--- src/rtl/regfile_scoreboard.sv ---
// Hazard scoreboard beside decode: tracks registers with writes in flight and
// holds off decode on RAW/WAW hazards or when too many writes are outstanding.
module regfile_scoreboard #(
   parameter int MAX_OUT = 4,
   parameter int CW      = 3
) (
   input  logic          clk,
   input  logic          rst,
   input  logic          id_valid,
   input  logic [4:0]    id_rs,
   input  logic [4:0]    id_rt,
   input  logic          id_uses_rs,
   input  logic          id_uses_rt,
   input  logic          id_wr_en,
   input  logic [4:0]    id_dst,
   output logic          id_ready,
   input  logic          wb_valid,
   input  logic [4:0]    wb_dst,
   input  logic          flush,
   output logic [31:0]   pending,
   output logic [CW-1:0] outstanding,
   output logic [31:0]   stall_cycles,
   output logic          wb_err
);

   logic        rs_busy;
   logic        rt_busy;
   logic        dst_busy;
   logic        wb_free;
   logic        full;
   logic        issue;
   logic [31:0] pending_next;

   // A register written back this cycle is already readable (bypass), so it
   // never counts as busy even though its pending bit is still set.
   assign rs_busy  = (id_rs != 5'd0) && pending[id_rs] && !(wb_valid && wb_dst == id_rs);
   assign rt_busy  = (id_rt != 5'd0) && pending[id_rt] && !(wb_valid && wb_dst == id_rt);
   assign dst_busy = (id_dst != 5'd0) && pending[id_dst] && !(wb_valid && wb_dst == id_dst);

   assign wb_free  = wb_valid && (wb_dst != 5'd0) && pending[wb_dst];
   assign full     = (outstanding == CW'(MAX_OUT)) && !wb_free;

   assign id_ready = !flush
                     && !(id_uses_rs && rs_busy)
                     && !(id_uses_rt && rt_busy)
                     && !(id_wr_en && dst_busy)
                     && !(id_wr_en && (id_dst != 5'd0) && full);

   assign issue = id_valid && id_ready && id_wr_en && (id_dst != 5'd0);

   // Free before set so a register retired and reissued in one cycle stays busy.
   always_comb begin
      pending_next = pending;
      if (wb_free)
         pending_next[wb_dst] = 1'b0;
      if (issue)
         pending_next[id_dst] = 1'b1;
      pending_next[0] = 1'b0;
   end

   always_ff @(posedge clk) begin
      if (rst) begin
         pending      <= '0;
         outstanding  <= '0;
         stall_cycles <= '0;
         wb_err       <= 1'b0;
      end else begin
         if (id_valid && !id_ready && (stall_cycles != 32'hFFFF_FFFF))
            stall_cycles <= stall_cycles + 32'd1;
         if (flush) begin
            pending     <= '0;
            outstanding <= '0;
         end else begin
            pending <= pending_next;
            if (issue && !wb_free)
               outstanding <= outstanding + CW'(1);
            else if (!issue && wb_free)
               outstanding <= outstanding - CW'(1);
            if (wb_valid && !wb_free)
               wb_err <= 1'b1;
         end
      end
   end

endmodule
--- config.mk ---
export PLATFORM = sky130hd
export DESIGN_NAME = regfile_scoreboard
export DESIGN_NICKNAME = d
export VERILOG_FILES = /design/src/rtl/regfile_scoreboard.sv
export SDC_FILE = /design/constraint.sdc
export NUM_CORES = 1
export LEC_CHECK = 0
export ABC_AREA = 1
export CAP_MARGIN = 15
export CORE_ASPECT_RATIO = 1.25
export CORE_MARGIN = 2
export CORE_UTILIZATION = 50
export CTS_BUF_LIST = sky130_fd_sc_hd__clkbuf_2
export CTS_CLUSTER_DIAMETER = 100
export DETAILED_ROUTE_END_ITERATION = 6
export PLACE_DENSITY_LB_ADDON = 0.1
export SETUP_SLACK_MARGIN = 0.3
export SLEW_MARGIN = 25
export SYNTH_ARGS = -nofsm -noshare
export SYNTH_HDL_FRONTEND = slang
export SYNTH_SLANG_ARGS = --single-unit
--- constraint.sdc ---
create_clock -name clk -period 2.9 [get_ports clk]
set_input_delay 0.29 -clock clk [delete_from_list [all_inputs] [get_ports clk]]
set_output_delay 0.29 -clock clk [all_outputs]
set_load 0.02 [all_outputs]
; ---- Word-level counts from Yosys, hierarchy flattened
; Cells that the tools add are included.
[classes]
shifts = 0
bitwise = 4
add_sub_neg = 3
mul = 0
magnitude_cmp = 6
n_eq_ne = 5
n_reduce_logical = 49
muxes = 16
n_div = 0
[op_table]
columns = cell, count
row1 = two-way mux 32 bit, 2
row2 = adder 32 x 1 -> 32 bit (second input constant), 1
row3 = bitwise AND 32 bit, 1
row4 = != test 32 bit (second input constant), 1
row5 = inverter 32 bit, 1
row6 = bitwise OR 32 bit, 1
row7 = logical AND 1 bit, 31
row8 = < comparator 5 x 6 -> 1 bit (second input constant), 4
row9 = binary-select mux 1 bit (select 5 bit), 4
row10 = nonzero test 5 bit, 4
row11 = == test 5 bit, 3
row12 = zero test 1 bit, 11
row13 = demux 1 bit (select 5 bit), 2
row14 = >= comparator 5 x 1 -> 1 bit (second input constant), 2
row15 = two-way mux 1 bit, 6
row16 = two-way mux 3 bit, 2
row17 = adder 3 x 1 -> 3 bit (second input constant), 1
row18 = == test 3 bit (second input constant), 1
row19 = subtractor 3 x 1 -> 3 bit (second input constant), 1
row20 = AND reduction 2 bit, 1
row21 = nonzero test 2 bit, 1
row22 = OR reduction 2 bit, 1
row23 = inverter 1 bit, 1
[word_totals]
ram_bits = 0
latch_bits = 0
word_cells = 88
n_memories = 0
input_bits = 28
mem_bits_ro = 0
output_inout_bits = 69
regBits = 68

; ---- Depth between registers and ports, before layout
[logic_depth]
depth_word = 17
depth_mapped = 25

; ---- Worst setup path before layout
; Ideal clock, no wire load.
[synth_path]
path_type = in2reg
startpoint = input wb_dst[0]
endpoint = register outstanding[2]
path_buffers = 3
slack_ns = 0.067
cell_stages = 25
setup_ns = 0.058
required_ns = 2.842
arrival_ns = 2.775
path_cell_list = buf_4 inv_2 buf_2 nand2_1 nand2_1 nand2_1 nand2_1 nand2_1 nand2_1 nor2_1 nand2_1 nand2_2 nand2_1 nand2_1 nand2_2 nand2_4 buf_2 nor3_1 ha_1 inv_1 fa_1 a21oi_1 o21ai_0 a21oi_1 o21a_1
[synth_between]
elab_chain_len = 16
word_cells_on_any_way = 39
cone_classes = eq/ne (3) / mux (3) / reduce/logical (33)
[synth_lines]
columns = item, line_no
row1 = "start, declared", 18  ; input logic [4:0] wb_dst,
row2 = branches (longest 16 deep; another with binary-select mux 1 bit (select 5 bit)), --
row3 = "end signal, assigned", 76  ; outstanding <= outstanding + CW'(1);
row4 = "end signal, assigned", 78  ; outstanding <= outstanding - CW'(1);
row5 = "end, declared", 21  ; output logic [CW-1:0] outstanding,
; Parallel ways; which one is timed is not known. The select of a mux whose other input is x is not followed.
; A chain may end at the register's enable or synchronous reset.

; ---- Worst setup path in the final report
[layout_path]
startpoint = register pending[26]
endpoint = register outstanding[2]
[layout_between]
elab_chain_len = 16
word_cells_on_any_way = 37
cone_classes = mux (9) / reduce/logical (28)
[layout_lines]
columns = item, line_no
row1 = "start, declared", 20  ; output logic [31:0] pending,
row2 = "start signal, assigned", 74  ; pending <= pending_next;
row3 = binary-select mux 1 bit (select 5 bit), 36  ; assign rs_busy = (id_rs != 5'd0) && pending[id_rs] && !(wb_valid && wb_dst == id_rs);
row4 = two-way mux 1 bit (not written as such), 36
row5 = logical AND 1 bit (2 in a row), 36
row6 = logical AND 1 bit, 44  ; && !(id_uses_rs && rs_busy)
row7 = zero test 1 bit, 44
row8 = logical AND 1 bit, 44
row9 = logical AND 1 bit, 45  ; && !(id_uses_rt && rt_busy)
row10 = logical AND 1 bit, 46  ; && !(id_wr_en && dst_busy)
row11 = logical AND 1 bit, 47  ; && !(id_wr_en && (id_dst != 5'd0) && full);
row12 = logical AND 1 bit (3 in a row), 49  ; assign issue = id_valid && id_ready && id_wr_en && (id_dst != 5'd0);
row13 = zero test 1 bit, 77  ; else if (!issue && wb_free)
row14 = logical AND 1 bit, 77
row15 = nonzero test 2 bit (no source line), --
; Several ways; a longest one is shown, not always the timed one. The select of a mux whose other input is x is not followed.

==> metrics.txt <==
Max transition margin=0.507; Lkg Pwr=2.97 nW; initial detailed-routing violation count=around 660; Pwr Density=~270 nW/um^2; pre-CTS setup slack=-0.309 ns; DR pass1 iterations=6; # rows=42; Synth Instances=approximately 930; DP Wirelength=16100 um; vias in the first global route=6487; post-synthesis register bit count=67; clock slew at reported path FFs=0.21 ns; Via Count=approximately 7000; DIE AREA=11600 sq um; Post-synth top flop=dfxtp_1; Fin Hold WS=0.361 ns; Unique masters post-synth=32; GRT Overall Usage=0.361; clk_lat worst skew=between 0.5 and 0.6 ns; initial antenna violation count=1; CTS Buf Count=9; max_cap viols=0; Crit Path Category=flip-flop to flip-flop; hold_sp=wb_dst[1]; I/O pins=97; Tcrit/Tclk final=0.884; gpl congestion=1.04; CTS tree=built; crit path launch type=flip-flop; reg2reg start=pending[26]; fmax=0.390 GHz; die height=about 120 um; Filler cells=1001; hold worst-path end=pending[3]; WL per Instance=between 15 and 20 um; main area contributors after synthesis=dfxtp_1 (25%), nand2_1 (22%), nand3_1 (7.5%); Fin. Hold Viols=0; Final ANT Viol Nets=0; YS warnings=0; outcome=finished, final reports clean; drt drc=0; hold path cells=4; Overall Power=1.97 mW; Worst Path Max Fanout=3; worst endpoint required time=about 3.4 ns; Cell Count, Final, Fillers Out=about 1200; # port buffers=95; syn_area_per_cell=5.75 sq um; Yosys top cell area share=0.250; vias per std cell=5.71; worst slew pin tran=0.736 ns; layout cells sized above 1=0.180; final setup vio count=0; Sink Count=67; syn nets=963; Worst Hold Class=input pin to flip-flop; Post-Synthesis Cell Area=around 5400 sq um; max-slew violation count=0; maximum vdd ir drop=approximately 0.25 mV; Seq/Total Area, Yosys=0.250; Layout Skew=approximately 0.034 ns; most frequent cells in the layout=nand2_1 (310), clkdlybuf4s50_1 (90), buf_4 (87); Final WS setup=about 0.34 ns; Post-synth EDFFs=0; Yosys top cell by area=dfxtp_1; commonest non-fill, non-tap cell in the layout=nand2_1; DRT Wirelength=21900 um; RSZ-0062 raised after global routing=yes; largest net degree at the start of global routing=35; Reg-to-Reg End=outstanding[2]; Die Wd=a little under 100 um; # H-tree levels=3; clk buf depth=2; Setup crit end kind=flip-flop; placed insts=1198; Crit path arrival time=3.08 ns; Initial Utilization=0.510; gr ovfl total=0; core area=10500 sq um; first-pass GRT wire length=33100 um; fin nets=~1100; clock root cell=clkbuf_2; Reg2Reg Setup Slack=around 0.34 ns; Tmin final=2.56 ns; Synth async-reset ratio=0; Syn-to-layout area delta=38.0%; R2R depth=21
[layout make-up]
class / instances / area (sq um) / share of cell area
Clock buffer: 10 / 50.0 / 0.00676
Tap cell: 132 / 165 / 0.0223
Multi-Input combinational cell: 739 / 3620 / 0.489
Sequential cell: 67 / 1400 / 0.189
Timing Repair Buffer: 192 / 1800 / 0.243
Antenna cell: 1 / 2.50 / 0.000338
Clock inverter: 6 / 66.3 / 0.00896
Inverter: 78 / 303 / 0.0409
[timing repair]
action / 4_1_cts / 5_1_grt
resized for setup: 34 / 48
gates cloned: 0 / 1
endpoints found under the hold margin: 0 / 0
hold buffers: 0 / 0
buffers inserted: 3 / 6
setup endpoints to repair: 2 / 32
pin swaps: 1 / 13
[cells in the mapped netlist, types with 14 or more instances]
cell	n
clkbuf_1	22
buf_2	16
a21oi_1	78
o21ai_0	40
nand2_1	312
nor3_1	23
inv_1	64
dfxtp_1	67
nand4_1	40
inv_2	14
nand3_1	80
nor2_1	88
xor2_1	26
[worst max path at each step]
stage / depth (start not counted) / start / endpoint / slack [ns]
2_1_floorplan: 25 / wb_dst[0] / outstanding[2] / 0.26
3_3_place_gp: 20 / id_rt[1] / outstanding[2] / -0.28
3_5_place_dp: 20 / wb_dst[1] / outstanding[2] / -0.31
4_1_cts: 18 / pending[23] / outstanding[2] / 0.34
5_1_grt: 19 / pending[6] / outstanding[2] / 0.13
6_report: 21 / pending[26] / outstanding[2] / 0.34
[stage by stage]
step,cell area (sq um),utilization,setup TNS (ns)
after global routing,7400,0.704,0
final,7400,0.704,0
after global placement,7000,0.666,-4.45
after detailed placement,7000,0.666,-4.25
after CTS,7190,0.684,0
after floorplan,5400,-,0
[flip-flops by register name (all words and copies together), names as in the netlist]
register      cells
stall_cycles     32
wb_err            1
pending          31
outstanding       3
[routing by layer]
metal | wire (um) | track usage
met5 | 0 | 0
met3 | 1410 | 0.0454
met2 | 11100 | 0.664
met4 | 1610 | 0.251
met1 | 7710 | 0.379
[kinds of logic (layout without fill, tap and decap cells)]
family	after synthesis	after routing	synth area share
AOI/OAI and AO/OA	138	138	0.134
xor gates and xnor gates	32	32	0.0523
adders and majority gates	3	3	0.00840
buffers and inverters	126	286	0.0982
DFF	67	67	0.250
other	1	2	0.000699
and+or+nand+nor	565	565	0.456
[worst max-delay path, stage by stage (launching register included)]
cell,delay [ns]
dfxtp_2,0.40
inv_1,0.08
o21ai_2,0.16
nand2_1,0.08
nand2_1,0.06
nand2_1,0.04
nand2_1,0.08
nor2_1,0.05
nand2_1,0.09
nand2_2,0.07
nand2_1,0.05
nand2_1,0.06
nand2_2,0.08
nand2_4,0.05
nor3_4,0.10
ha_2,0.19
inv_2,0.04
fa_2,0.37
a21oi_2,0.16
o21ai_2,0.08
a21oi_2,0.11
o21a_1,0.11
[power by group]
part / leakage [nW] / switching [mW] / internal (mW)
registers: 0.556 / 0.00574 / 0.917
clock network: 0.0641 / 0.371 / 0.201
logic: 2.35 / 0.285 / 0.185
(Power assumes the default switching activity.)
